$ cat src/rtl/c2h_arb_pkg.sv
`default_nettype none
// ============================================================================
// Module   : c2h_arb_pkg
// Brief    : Shared encodings, default widths and round-robin helper for the
//            C2H stream arbiter.
// Revision : 1.0
// ============================================================================
package c2h_arb_pkg;

    localparam int MAX_SRC        = 8;
    localparam int DEF_DATA_WIDTH = 128;
    localparam int DEF_NUM_SRC    = 2;
    localparam int DEF_LEN_WIDTH  = 32;

    localparam logic [1:0] ST_IDLE = 2'd0;
    localparam logic [1:0] ST_XFER = 2'd1;
    localparam logic [1:0] ST_DONE = 2'd2;

    typedef enum logic [1:0] {
        S_IDLE = ST_IDLE,
        S_XFER = ST_XFER,
        S_DONE = ST_DONE
    } state_t;

    // First requester at or after ptr, wrapping within n sources; ptr < n.
    function automatic logic [MAX_SRC-1:0] rr_pick(
        input logic [MAX_SRC-1:0] req,
        input int                 ptr,
        input int                 n
    );
        logic [MAX_SRC-1:0] g;
        int                 idx;
        g = '0;
        for (int k = 0; k < MAX_SRC; k++) begin
            idx = ptr + k;
            if (idx >= n)
                idx = idx - n;
            if (k < n && g == '0 && req[idx[2:0]])
                g[idx[2:0]] = 1'b1;
        end
        return g;
    endfunction

endpackage
`default_nettype wire

$ cat src/rtl/c2h_rr_picker.sv
`default_nettype none
// ============================================================================
// Module   : c2h_rr_picker
// Brief    : Combinational round-robin selector: req + pointer -> one-hot
//            grant and binary index.
// Revision : 1.0
// ============================================================================
module c2h_rr_picker
    import c2h_arb_pkg::*;
#(
    parameter int NUM_SRC = DEF_NUM_SRC,
    parameter int IDX_W   = $clog2(NUM_SRC)
) (
    input  logic [NUM_SRC-1:0] req,
    input  logic [IDX_W-1:0]   ptr,
    output logic [NUM_SRC-1:0] grant,
    output logic [IDX_W-1:0]   idx,
    output logic               valid
);

    logic [MAX_SRC-1:0] w_pick;

    always_comb begin
        w_pick = rr_pick(MAX_SRC'(req), int'(ptr), NUM_SRC);
        grant  = w_pick[NUM_SRC-1:0];
        valid  = |w_pick;
        idx    = '0;
        for (int i = 0; i < NUM_SRC; i++) begin
            if (w_pick[i])
                idx = IDX_W'(i);
        end
    end

endmodule
`default_nettype wire

$ cat src/rtl/c2h_stream_arbiter.sv
`default_nettype none
// ============================================================================
// Module   : c2h_stream_arbiter
// Brief    : Packet-level round-robin arbiter muxing NUM_SRC FWFT result FIFOs
//            onto one C2H AXI-Stream. Optional C2H_ARB_STATS_EN adds counters.
// Revision : 1.0
// ============================================================================
module c2h_stream_arbiter
    import c2h_arb_pkg::*;
#(
    parameter int DATA_WIDTH = DEF_DATA_WIDTH,
    parameter int KEEP_WIDTH = DATA_WIDTH/8,
    parameter int NUM_SRC    = DEF_NUM_SRC,
    parameter int LEN_WIDTH  = DEF_LEN_WIDTH
) (
    input  logic                            user_clk,
    input  logic                            user_rst,
    input  logic [NUM_SRC-1:0]              src_req,
    input  logic [NUM_SRC*LEN_WIDTH-1:0]    src_len,
    input  logic [NUM_SRC*DATA_WIDTH-1:0]   src_fifo_dout,
    input  logic [NUM_SRC-1:0]              src_fifo_empty,
    output logic [NUM_SRC-1:0]              src_fifo_rd_en,
    output logic [NUM_SRC-1:0]              src_grant,
    output logic [NUM_SRC-1:0]              src_done,
    output logic [DATA_WIDTH-1:0]           m_axis_c2h_tdata,
    output logic [KEEP_WIDTH-1:0]           m_axis_c2h_tkeep,
    output logic                            m_axis_c2h_tvalid,
    output logic                            m_axis_c2h_tlast,
    input  logic                            m_axis_c2h_tready
`ifdef C2H_ARB_STATS_EN
    ,
    output logic [NUM_SRC*32-1:0]           pkt_count,
    output logic [31:0]                     stall_cycles
`endif
);

    localparam int IDX_W = $clog2(NUM_SRC);

    state_t                 r_state, w_state_nxt;
    logic [IDX_W-1:0]       r_sel, w_sel_nxt;
    logic [IDX_W-1:0]       r_ptr, w_ptr_nxt;
    logic [NUM_SRC-1:0]     r_grant, w_grant_nxt;
    logic [LEN_WIDTH-1:0]   r_cnt, w_cnt_nxt;

    logic [NUM_SRC-1:0]     w_pick_grant;
    logic [IDX_W-1:0]       w_pick_idx;
    logic                   w_pick_valid;
    logic [LEN_WIDTH-1:0]   w_pick_len;
    logic [DATA_WIDTH-1:0]  w_sel_data;
    logic                   w_sel_empty;
    logic                   w_beat;

    c2h_rr_picker #(
        .NUM_SRC (NUM_SRC),
        .IDX_W   (IDX_W)
    ) u_picker (
        .req     (src_req),
        .ptr     (r_ptr),
        .grant   (w_pick_grant),
        .idx     (w_pick_idx),
        .valid   (w_pick_valid)
    );

    always_comb begin
        w_pick_len  = '0;
        w_sel_data  = '0;
        w_sel_empty = 1'b1;
        for (int i = 0; i < NUM_SRC; i++) begin
            if (w_pick_idx == IDX_W'(i))
                w_pick_len = src_len[i*LEN_WIDTH +: LEN_WIDTH];
            if (r_sel == IDX_W'(i)) begin
                w_sel_data  = src_fifo_dout[i*DATA_WIDTH +: DATA_WIDTH];
                w_sel_empty = src_fifo_empty[i];
            end
        end
    end

    // FWFT head holds until popped, so stream outputs stay stable under backpressure.
    assign m_axis_c2h_tvalid = (r_state == S_XFER) && !w_sel_empty;
    assign m_axis_c2h_tdata  = w_sel_data;
    assign m_axis_c2h_tlast  = (r_state == S_XFER) && (r_cnt == LEN_WIDTH'(1));
    assign m_axis_c2h_tkeep  = '1;
    assign w_beat            = m_axis_c2h_tvalid & m_axis_c2h_tready;
    assign src_fifo_rd_en    = w_beat ? r_grant : '0;
    assign src_grant         = r_grant;
    assign src_done          = (r_state == S_DONE) ? r_grant : '0;

    always_comb begin
        w_state_nxt = r_state;
        w_sel_nxt   = r_sel;
        w_ptr_nxt   = r_ptr;
        w_grant_nxt = r_grant;
        w_cnt_nxt   = r_cnt;
        case (r_state)
            S_IDLE: begin
                if (w_pick_valid) begin
                    w_sel_nxt   = w_pick_idx;
                    w_grant_nxt = w_pick_grant;
                    w_cnt_nxt   = w_pick_len;
                    w_state_nxt = (w_pick_len == '0) ? S_DONE : S_XFER;
                end
            end
            S_XFER: begin
                if (w_beat) begin
                    w_cnt_nxt = r_cnt - LEN_WIDTH'(1);
                    if (r_cnt == LEN_WIDTH'(1))
                        w_state_nxt = S_DONE;
                end
            end
            S_DONE: begin
                w_grant_nxt = '0;
                w_ptr_nxt   = (r_sel == IDX_W'(NUM_SRC-1)) ? '0 : r_sel + IDX_W'(1);
                w_state_nxt = S_IDLE;
            end
            default: begin
                w_grant_nxt = '0;
                w_state_nxt = S_IDLE;
            end
        endcase
    end

    always_ff @(posedge user_clk or posedge user_rst) begin
        if (user_rst) begin
            r_state <= S_IDLE;
            r_sel   <= '0;
            r_ptr   <= '0;
            r_grant <= '0;
            r_cnt   <= '0;
        end else begin
            r_state <= w_state_nxt;
            r_sel   <= w_sel_nxt;
            r_ptr   <= w_ptr_nxt;
            r_grant <= w_grant_nxt;
            r_cnt   <= w_cnt_nxt;
        end
    end

`ifdef C2H_ARB_STATS_EN
    logic [31:0] r_stall;

    for (genvar g = 0; g < NUM_SRC; g++) begin : g_pkt_count
        logic [31:0] r_pkt;
        always_ff @(posedge user_clk or posedge user_rst) begin
            if (user_rst)
                r_pkt <= '0;
            else if (src_done[g])
                r_pkt <= r_pkt + 32'd1;
        end
        assign pkt_count[g*32 +: 32] = r_pkt;
    end

    always_ff @(posedge user_clk or posedge user_rst) begin
        if (user_rst)
            r_stall <= '0;
        else if (m_axis_c2h_tvalid && !m_axis_c2h_tready && (r_stall != 32'hFFFF_FFFF))
            r_stall <= r_stall + 32'd1;
    end

    assign stall_cycles = r_stall;
`endif

endmodule
`default_nettype wire

$ cat config.mk
export PLATFORM = sky130hd
export DESIGN_NAME = c2h_stream_arbiter
export DESIGN_NICKNAME = d
export VERILOG_FILES = /design/src/rtl/c2h_arb_pkg.sv /design/src/rtl/c2h_rr_picker.sv /design/src/rtl/c2h_stream_arbiter.sv
export SDC_FILE = /design/constraint.sdc
export NUM_CORES = 1
export LEC_CHECK = 0
export ABC_AREA = 1
export CORE_AREA = 2 2 185 187
export CTS_CLUSTER_DIAMETER = 60
export DETAILED_ROUTE_END_ITERATION = 7
export DIE_AREA = 0 0 187 189
export HOLD_SLACK_MARGIN = 0.12
export SYNTH_ARGS = -nofsm -noshare
export SYNTH_HDL_FRONTEND = slang
export SYNTH_SLANG_ARGS = --single-unit
$ cat constraint.sdc
create_clock -name user_clk -period 2.3 [get_ports user_clk]
set_clock_uncertainty 0.1 [all_clocks]
set_input_delay 0.69 -clock user_clk [delete_from_list [all_inputs] [get_ports user_clk]]
set_output_delay 0.69 -clock user_clk [all_outputs]
set_load 0.005 [all_outputs]
=== Yosys cells after proc, flatten, opt, wreduce, memory -nomap -nowiden ===
Cells that the tools add are included.
Widths: inputs -> output; s select.

* Flip-flop bits (word level): 38
* Bits in latches: 0
* RAM bits: 0
* ROM bits: 0
* Bits of input ports: 327
* Output and inout bits: 152
* Logic and storage cells: 69
* Memories kept: 0

* $add $sub $neg: 5
* Multiply operators: 0
* Div/mod/pow operators: 0
* Magnitude comparators: 6
* Equal/unequal tests: 6
* Shifts and indexed selects: 0
* Muxes and demuxes: 29
* Bitwise gates (word level): 3
* Reductions and logical operators: 15

{| class="wikitable"
|+ Operators with widths
! cell !! number
|-
| $mux 128 || 1
|-
| $mux 32 || 3
|-
| $pmux 32 s2 || 1
|-
| $eq 32x1->1 const B || 1
|-
| $ge 32x3->1 const B || 1
|-
| $logic_not 32->1 || 1
|-
| $sub 32x1->32 const B || 1
|-
| $mux 8 || 2
|-
| $mux 2 || 7
|-
| $logic_not 8->1 || 1
|-
| $lt 3x4->1 const B || 2
|-
| $or 8x8->8 || 1
|-
| $pmux 2 s2 || 2
|-
| $reduce_or 8->1 || 1
|-
| $mux 1 || 7
|-
| $bmux 1 s3 || 2
|-
| $demux 1 s3 || 2
|-
| $ge 3x1->1 const B || 2
|-
| $mux 3 || 2
|-
| $reduce_and 3->1 || 2
|-
| $logic_and 1x1->1 || 5
|-
| $ne 2x1->1 const B || 2
|-
| $reduce_and 2->1 || 2
|-
| $sub 1x2->3 const B || 1
|-
| 12 further kinds || 12
|}

=== Depth between registers and ports, before layout ===
Gate-level depths: netlist of run 1.

* Depth in word-level cells: 16
* Depth in mapped cells: 13
* Depth with buffers taken out: 12

=== By module ===
A second synthesis of run 1 with hierarchy kept.

* Cells, all modules: 1,068
* Area total of the unflattened synthesis: 5,222.5 µm²

{| class="wikitable"
|+ Modules (own cells, without submodules)
! module !! instances !! cells an instance !! area each (µm²) !! sequential area each (µm²)
|-
| c2h_stream_arbiter || 1 || 1,061 || 5,190.0 || 950.9
|-
| c2h_rr_picker || 1 || 7 || 32.5 || 0.0
|}

=== Worst setup path after synthesis of run 1 ===
OpenSTA, ideal clock, no wires.

* Kind: register to output
* From: register r_sel
* To: output m_axis_c2h_tdata[107]
* Arrival time: 1.210 ns
* Data required time: 1.510 ns
* Setup slack: 0.300 ns
* Cell stages (with the launch flop): 7
* Buffers on the path: 3
* Cell sequence: dfrtp_1 -> buf_2 -> inv_2 -> clkbuf_1 -> clkbuf_1 -> nand2_1 -> nand2_1

* Longest elaborated chain between the ends: 1

{| class="wikitable"
|+ Ends and longest elaborated chain
! element !! line !! text
|-
| from (decl) || c2h_stream_arbiter.sv:40 || <nowiki>logic [IDX_W-1:0] r_sel, w_sel_nxt;</nowiki>
|-
| from (signal assigned) || c2h_stream_arbiter.sv:131 || <nowiki>r_sel <= w_sel_nxt;</nowiki>
|-
| $mux 128 || c2h_stream_arbiter.sv:71 || <nowiki>if (r_sel == IDX_W'(i)) begin</nowiki>
|-
| to (decl) || c2h_stream_arbiter.sv:25 || <nowiki>output logic [DATA_WIDTH-1:0] m_axis_c2h_tdata,</nowiki>
|}

Every way passes these cells.

=== Worst setup path in the final report of run 1 ===
* From: register r_sel
* To: output src_fifo_rd_en[0]

* Longest elaborated chain between the ends: 5

{| class="wikitable"
|+ Ends and longest elaborated chain
! element !! line !! text
|-
| $mux 1 || c2h_stream_arbiter.sv:71 ||
|-
| $logic_not 1->1 || c2h_stream_arbiter.sv:79 || <nowiki>assign m_axis_c2h_tvalid = (r_state == S_XFER) && !w_sel_empty;</nowiki>
|-
| $logic_and 1x1->1 || c2h_stream_arbiter.sv:79 ||
|-
| $and 1x1->1 || c2h_stream_arbiter.sv:83 || <nowiki>assign w_beat = m_axis_c2h_tvalid & m_axis_c2h_tready;</nowiki>
|-
| $mux 2 || c2h_stream_arbiter.sv:84 || <nowiki>assign src_fifo_rd_en = w_beat ? r_grant : '0;</nowiki>
|-
| to (decl) || c2h_stream_arbiter.sv:22 || <nowiki>output logic [NUM_SRC-1:0] src_fifo_rd_en,</nowiki>
|}

Every way passes these cells.

==> impl_results.md, run 1 <==
* Status: finished with violations
* Failing checks: negative setup slack
* Reg2reg path depth at 15
* Clk slew on worst S/H paths at 60 ps
* Crit path launch type: register
* CTS Buf Count at 5
* Synth area leaders: nand2_1 (42%), dfrtp_1 (19%), inv_1 (6.5%)
* Reg power frac at 8.5%
* Multi-input logic area at 0.00450 mm^2
* Final period util at 111%
* WS Path Type: register to output port
* Worst setup margin at -257 ps
* Worst-skew pair later-pin latency at 290 ps
* Worst Hold Class: register to register
* Total design power at 15.2 mW
* Reg2reg end: r_cnt[13]$_DFFE_PP0P_
* Cell taking the most area after synthesis: nand2_1
* R2r startpoint: r_sel$_DFFE_PP0P_
* FP Rows at 67
* Die Y at 189 um
* Total GRT Usage at 19.7%
* Vias in the first global route at 8236
* Final hold violation count at 0
* Clk pwr share at 4.6%
* Worst setup startpoint: r_sel$_DFFE_PP0P_
* Switching share of power at 46.0%
* CP required at 1510 ps
* I/O pin cnt at 479
* Pre-antenna DRT Iters at 5
* Clock sinks at 38
* WP data arrival at 1770 ps
* Antenna viol nets, final at 0
* Max Cap Viol at 0
* CTS Hold Bufs at 0
* DRC viols at 0
* Maximum vdd ir drop at 0.000558 V
* # setup viols final at 123
* P&R area growth vs syn at 169%
* PD cells at 1130 mW/mm^2
* Fillers at 3425
* DIE AREA at 0.0353 mm^2
* Yosys warnings at 0
* Crit. End Element: output port
* Routed vias/inst at 4.27
* Pleak at 6.92 nW
* CTS tree: yes
* Die width at 187 um
* Crit path max fanout at 4
* FF+latch count, synth at 38
* Largest net degree at the start of global routing at 39
* Via count at 8935
* Count of pins over their slew limit at 0
* RSZ-0062 raised after global routing: true
* Post-route minimum period at 2560 ps
* Routability congestion estimate at 0.928
* Starting Density at 15.0%
* I/O Buffers at 462
* Post-DR wirelength/cell at 19.6 um
* Post-synth top area share at 42.0%
* Core ar. at 0.0333 mm^2
* Most common cell after layout, fill and taps aside: nand2_1
* Syn_area_per_cell at 5.01 um^2
* Syn Inst Count at 999
* Fraction of layout cells with a size suffix above 1 at 35.5%
* Achievable frequency at 391 MHz
* Cell variety after synth at 28
* H-Tree Depth at 2
* Antenna violations before repair at 13
* Nets at 1968
* Most frequent cells in the layout: nand2_1 (361), clkdlybuf4s50_1 (317), nand2_2 (132), buf_4 (120), inv_1 (86)
* Routed WL at 40900 um
* NetSw at 6.99 mW
* Sequential cell area at 955 um^2
* Max Root-Sink Buffers at 2
* First-pass GRT wire length at 52300 um
* Root Driver: clkbuf_16
* Detailed Route Iter0 Violations at 493
* Int Power at 8.20 mW
* Worst Setup EP: src_fifo_rd_en[0]
* Place WS at -642 ps
* Synthesized area at 0.00501 mm^2
* Seq/Total Area, Yosys at 19.0%
* Combinational share of power at 86.9%
* GR Overflow Total at 0
* Reg2reg setup slack at -60 ps
* Detailed Place HPWL at 30900 um
-- per-stage QoR --
step	hold slack, ps	TNS [ps]	utilization (%)	std cells	cell area (um^2)
6_report	436	-17500	40.5	2092	13500
5_1_grt	466	-23600	40.5	2090	13500
4_1_cts	440	-34180	33.8	1996	11200
3_5_place_dp	425	-52030	33.2	1985	11000
3_3_place_gp	418	-52570	33.2	1985	11000
2_1_floorplan	384	0	-	1014	5060
-- cells in the mapped netlist, drive strengths merged --
library cell  number
a21oi             33
a22oi              1
a31oi              2
a32oi              1
buf               27
clkbuf            36
conb               1
dfrtp             38
ha                 2
inv               92
nand2            563
nand3             26
nand3b            26
nand4              3
nor2              76
nor3               2
nor4               1
o211ai             1
o21ai             59
xor2               9
-- metal layers --
layer  wire length, um  track usage, %  part of all wire [%]
met1             15700            22.4                    38
met3              3240            5.63                   7.9
met4               970            3.33                   2.4
met2             20900            36.7                    51
met5               101               0                  0.25
-- logic make-up (layout without fill, tap and decap cells) --
kind of cell	Yosys count	in the layout	share of synthesized area (%)
other cells	1	20	0.0749
simple gates	697	697	55.5
flops	38	38	19.0
fa+ha+maj	2	2	0.500
compound gates	97	97	10.1
xor+xnor	9	9	1.57
buf+inv	155	781	13.2
-- how the worst min path moves through the flow --
stage	cells after the start	start	end
CTS	2	r_ptr$_DFFE_PP0N_	r_ptr$_DFFE_PP0N_
floorplan	2	r_cnt[11]$_DFFE_PP0P_	r_cnt[11]$_DFFE_PP0P_
global route	2	r_ptr$_DFFE_PP0N_	r_ptr$_DFFE_PP0N_
detailed placement	2	r_ptr$_DFFE_PP0N_	r_ptr$_DFFE_PP0N_
finish	2	r_ptr$_DFFE_PP0N_	r_ptr$_DFFE_PP0N_
global placement	2	r_ptr$_DFFE_PP0N_	r_ptr$_DFFE_PP0N_
-- power by group through the flow --
stage / clock (mW) / sequential [mW] / combinational (mW)
after floorplan: 0 / 1.24 / 3.66
after global placement: 0 / 1.24 / 9.09
after detailed placement: 0 / 1.25 / 9.12
after CTS: 0.696 / 1.25 / 9.21
after global routing: 0.733 / 1.33 / 14.0
final: 0.700 / 1.30 / 13.2
-- cell type report --
class	count	share of cell area (%)
timing repair buffer	681	51.6
multi-input combinational	821	33.4
sequential	38	7.08
tap	448	4.16
inverter	92	2.76
clock buffer	8	1.01
antenna	4	0.0742
-- registers in the layout, summed over array words and instances (netlist names) --
| register | flops |
|---|---|
| r_cnt | 32 |
| r_ptr | 1 |
| r_sel | 1 |
| r_state | 2 |
| src_grant | 2 |
-- worst max-delay path: stages (launching register included) --
cell,delay [ps]
dfrtp_4,530
clkinv_8,120
clkbuf_16,180
buf_6,120
nand2_2,50
nand2_2,60
nor2_4,130
nand2_4,90
nor2_4,100
buf_2,110
-- timing repair --
item / in CTS / in global routing
gates resized for setup: 215 / 644
setup endpoints to repair: 135 / 165
pin swaps: 15 / 56
gates cloned: 2 / 24
setup buffers: 1 / 71
(Power assumes the default switching activity.)
==> run 2, diff against run 1 <==
GPL_ROUTABILITY_DRIVEN = 0   (was not set)
==> impl_results.md, run 2 (synthesis gave the netlist of run 1 again) <==
* Antenna violations before repair at 10
* DRC viols at 0
* Pleak at 6.40 nW
* WP data arrival at 1800 ps
* # setup viols final at 117
* Worst setup margin at -290 ps
* Crit. End Element: output port
* Final period util at 113%
* Placed Area at 0.0110 mm^2
* CP required at 1510 ps
* Worst Hold Class: register to register
* RSZ-0062 raised after global routing: true
* GR Overflow Total at 0
* Starting Density at 15.0%
* Root Driver: clkbuf_16
* Max Root-Sink Buffers at 2
* Slowest CP cell: dfrtp_4
* Sum Neg Setup Slack at -16310 ps
* Core ar. at 0.0333 mm^2
* R2r startpoint: r_sel$_DFFE_PP0P_
* Fillers at 3555
* Vias in the first global route at 8938
* Buffers & Inverters on Critical Path at 7
* Routed WL at 38900 um
* Crit path max fanout at 6
* Count of pins over their slew limit at 0
* Max reg flops at 32
* P&R area growth vs syn at 152%
* Via count at 8848
* PD cells at 1080 mW/mm^2
* Worst Hold Launch: r_ptr$_DFFE_PP0N_
* Antenna viol nets, final at 0
* Largest net degree at the start of global routing at 39
* WS Path Type: register to output port
* Antenna Cells at 0
* Nets at 1980
* Final hold violation count at 0
* Failing checks: negative setup slack
* CP Cell Sequence: inv_8 -> buf_16 -> buf_12 -> buf_8 -> buf_6 -> buf_6 -> nand2_2 -> nand2_2 -> buf_2
* FP Rows at 67
* Routed vias/inst at 4.21
* Achievable frequency at 386 MHz
* Status: finished with violations
* Pre-antenna DRT Iters at 5
* First-pass GRT wire length at 56100 um
* Die width at 187 um
* Fraction of layout cells with a size suffix above 1 at 32.1%
* Detailed Place HPWL at 31200 um
* Die Y at 189 um
* H-Tree Depth at 2
* Total GRT Usage at 21.1%
* Fin area at 0.0126 mm^2
* Most flop-heavy register: r_cnt
* Detailed Route Iter0 Violations at 471
* Worst-skew pair later-pin latency at 290 ps
* Max Cap Viol at 0
* Maximum vdd ir drop at 0.000550 V
* Post-route minimum period at 2590 ps
* CTS Buf Count at 5
* Crit path launch type: register
* Post-DR wirelength/cell at 18.5 um
* Top delay family on crit path: buffers and inverters
* I/O pin cnt at 479
* Most frequent cells in the layout: nand2_1 (443), clkdlybuf4s50_1 (323), buf_4 (151), nand2_2 (98), buf_2 (92)
* Clock sinks at 38
* Final cell utilization of the core at 37.9%
* Most common cell after layout, fill and taps aside: nand2_1
* CTS tree: yes
* CP peak stage delay at 560 ps
* DIE AREA at 0.0353 mm^2
* I/O Buffers at 462
* Clk slew on worst S/H paths at 60 ps
* CTS Hold Bufs at 0
* Worst setup startpoint: r_sel$_DFFE_PP0P_
* Total design power at 13.6 mW
## run 2: cell types whose count changed in the layout (fill, tap and decap cells not counted), moves of 15 or more
cell | before | now
dlymetal6s2s_1 | 24 | 0
nand2_2 | 132 | 98
buf_4 | 120 | 151
clkbuf_16 | 22 | 7
buf_2 | 40 | 92
nand2_4 | 66 | 21
clkbuf_2 | 32 | 6
buf_6 | 80 | 63
nand2_1 | 361 | 443
## run 2: worst min-delay path, stage by stage, from the launching register on
cell	delay, ps
dfrtp_1	410
nand2_1	70
o21ai_0	60
## run 2: path summary, 6_finish.rpt
kind / to / slack, ps / depth (start not counted)
max in group asynchronous: r_sel$_DFFE_PP0P_ / 1190 / 3
worst max register to register: r_cnt[13]$_DFFE_PP0P_ / 20 / 14
min in group asynchronous: r_cnt[30]$_DFFE_PP0P_ / 680 / 3
worst max-delay path: m_axis_c2h_tdata[3] / -290 / 9
worst min register to register: r_ptr$_DFFE_PP0N_ / 470 / 2
worst min-delay path: r_ptr$_DFFE_PP0N_ / 470 / 2
## run 2: what timing repair did
item | 4_1_cts | 5_1_grt
endpoints found under the hold margin | 0 | 0
cloned | 11 | 2
pin swaps | 51 | 22
setup endpoints to repair | 138 | 153
gates resized for setup | 770 | 55
setup buffers | 80 | 15
## run 2: stage by stage
step	cells	setup slack (ps)	hold slack, ps
global route	2100	-336	498
finish	2100	-290	474
floorplan	1014	300	384
CTS	2090	-325	448
global placement	1996	-633	416
detailed placement	1996	-645	433
## run 2: layout make-up
class	instances	area [um^2]	area share, %
Sequential cell	38	955	7.57
Inverter	92	355	2.82
Timing Repair Buffer	693	6590	52.3
Clock buffer	8	136	1.08
Tap cell	448	561	4.44
Multi-Input combinational cell	821	4020	31.8
## run 2: power by group
part | total [mW] | leakage [nW] | internal (mW) | switching [mW]
clock network | 0.702 | 0.0652 | 0.405 | 0.297
registers | 1.29 | 0.451 | 1.03 | 0.253
logic | 11.7 | 5.89 | 5.94 | 5.71
total | 13.6 | 6.40 | 7.38 | 6.26
## run 2: routing by layer
layer  routed length (um)  track usage, %
met2                20000            40.0
met4                  697            3.91
met3                 2830            5.39
met5                  101               0
met1                15200            23.9
==> run 3, diff against run 2 <==
GPL_ROUTABILITY_DRIVEN = not set   (was 0)
==> results of run 3 <==
Final layout, timing and power as in run 1 (identical DEF).
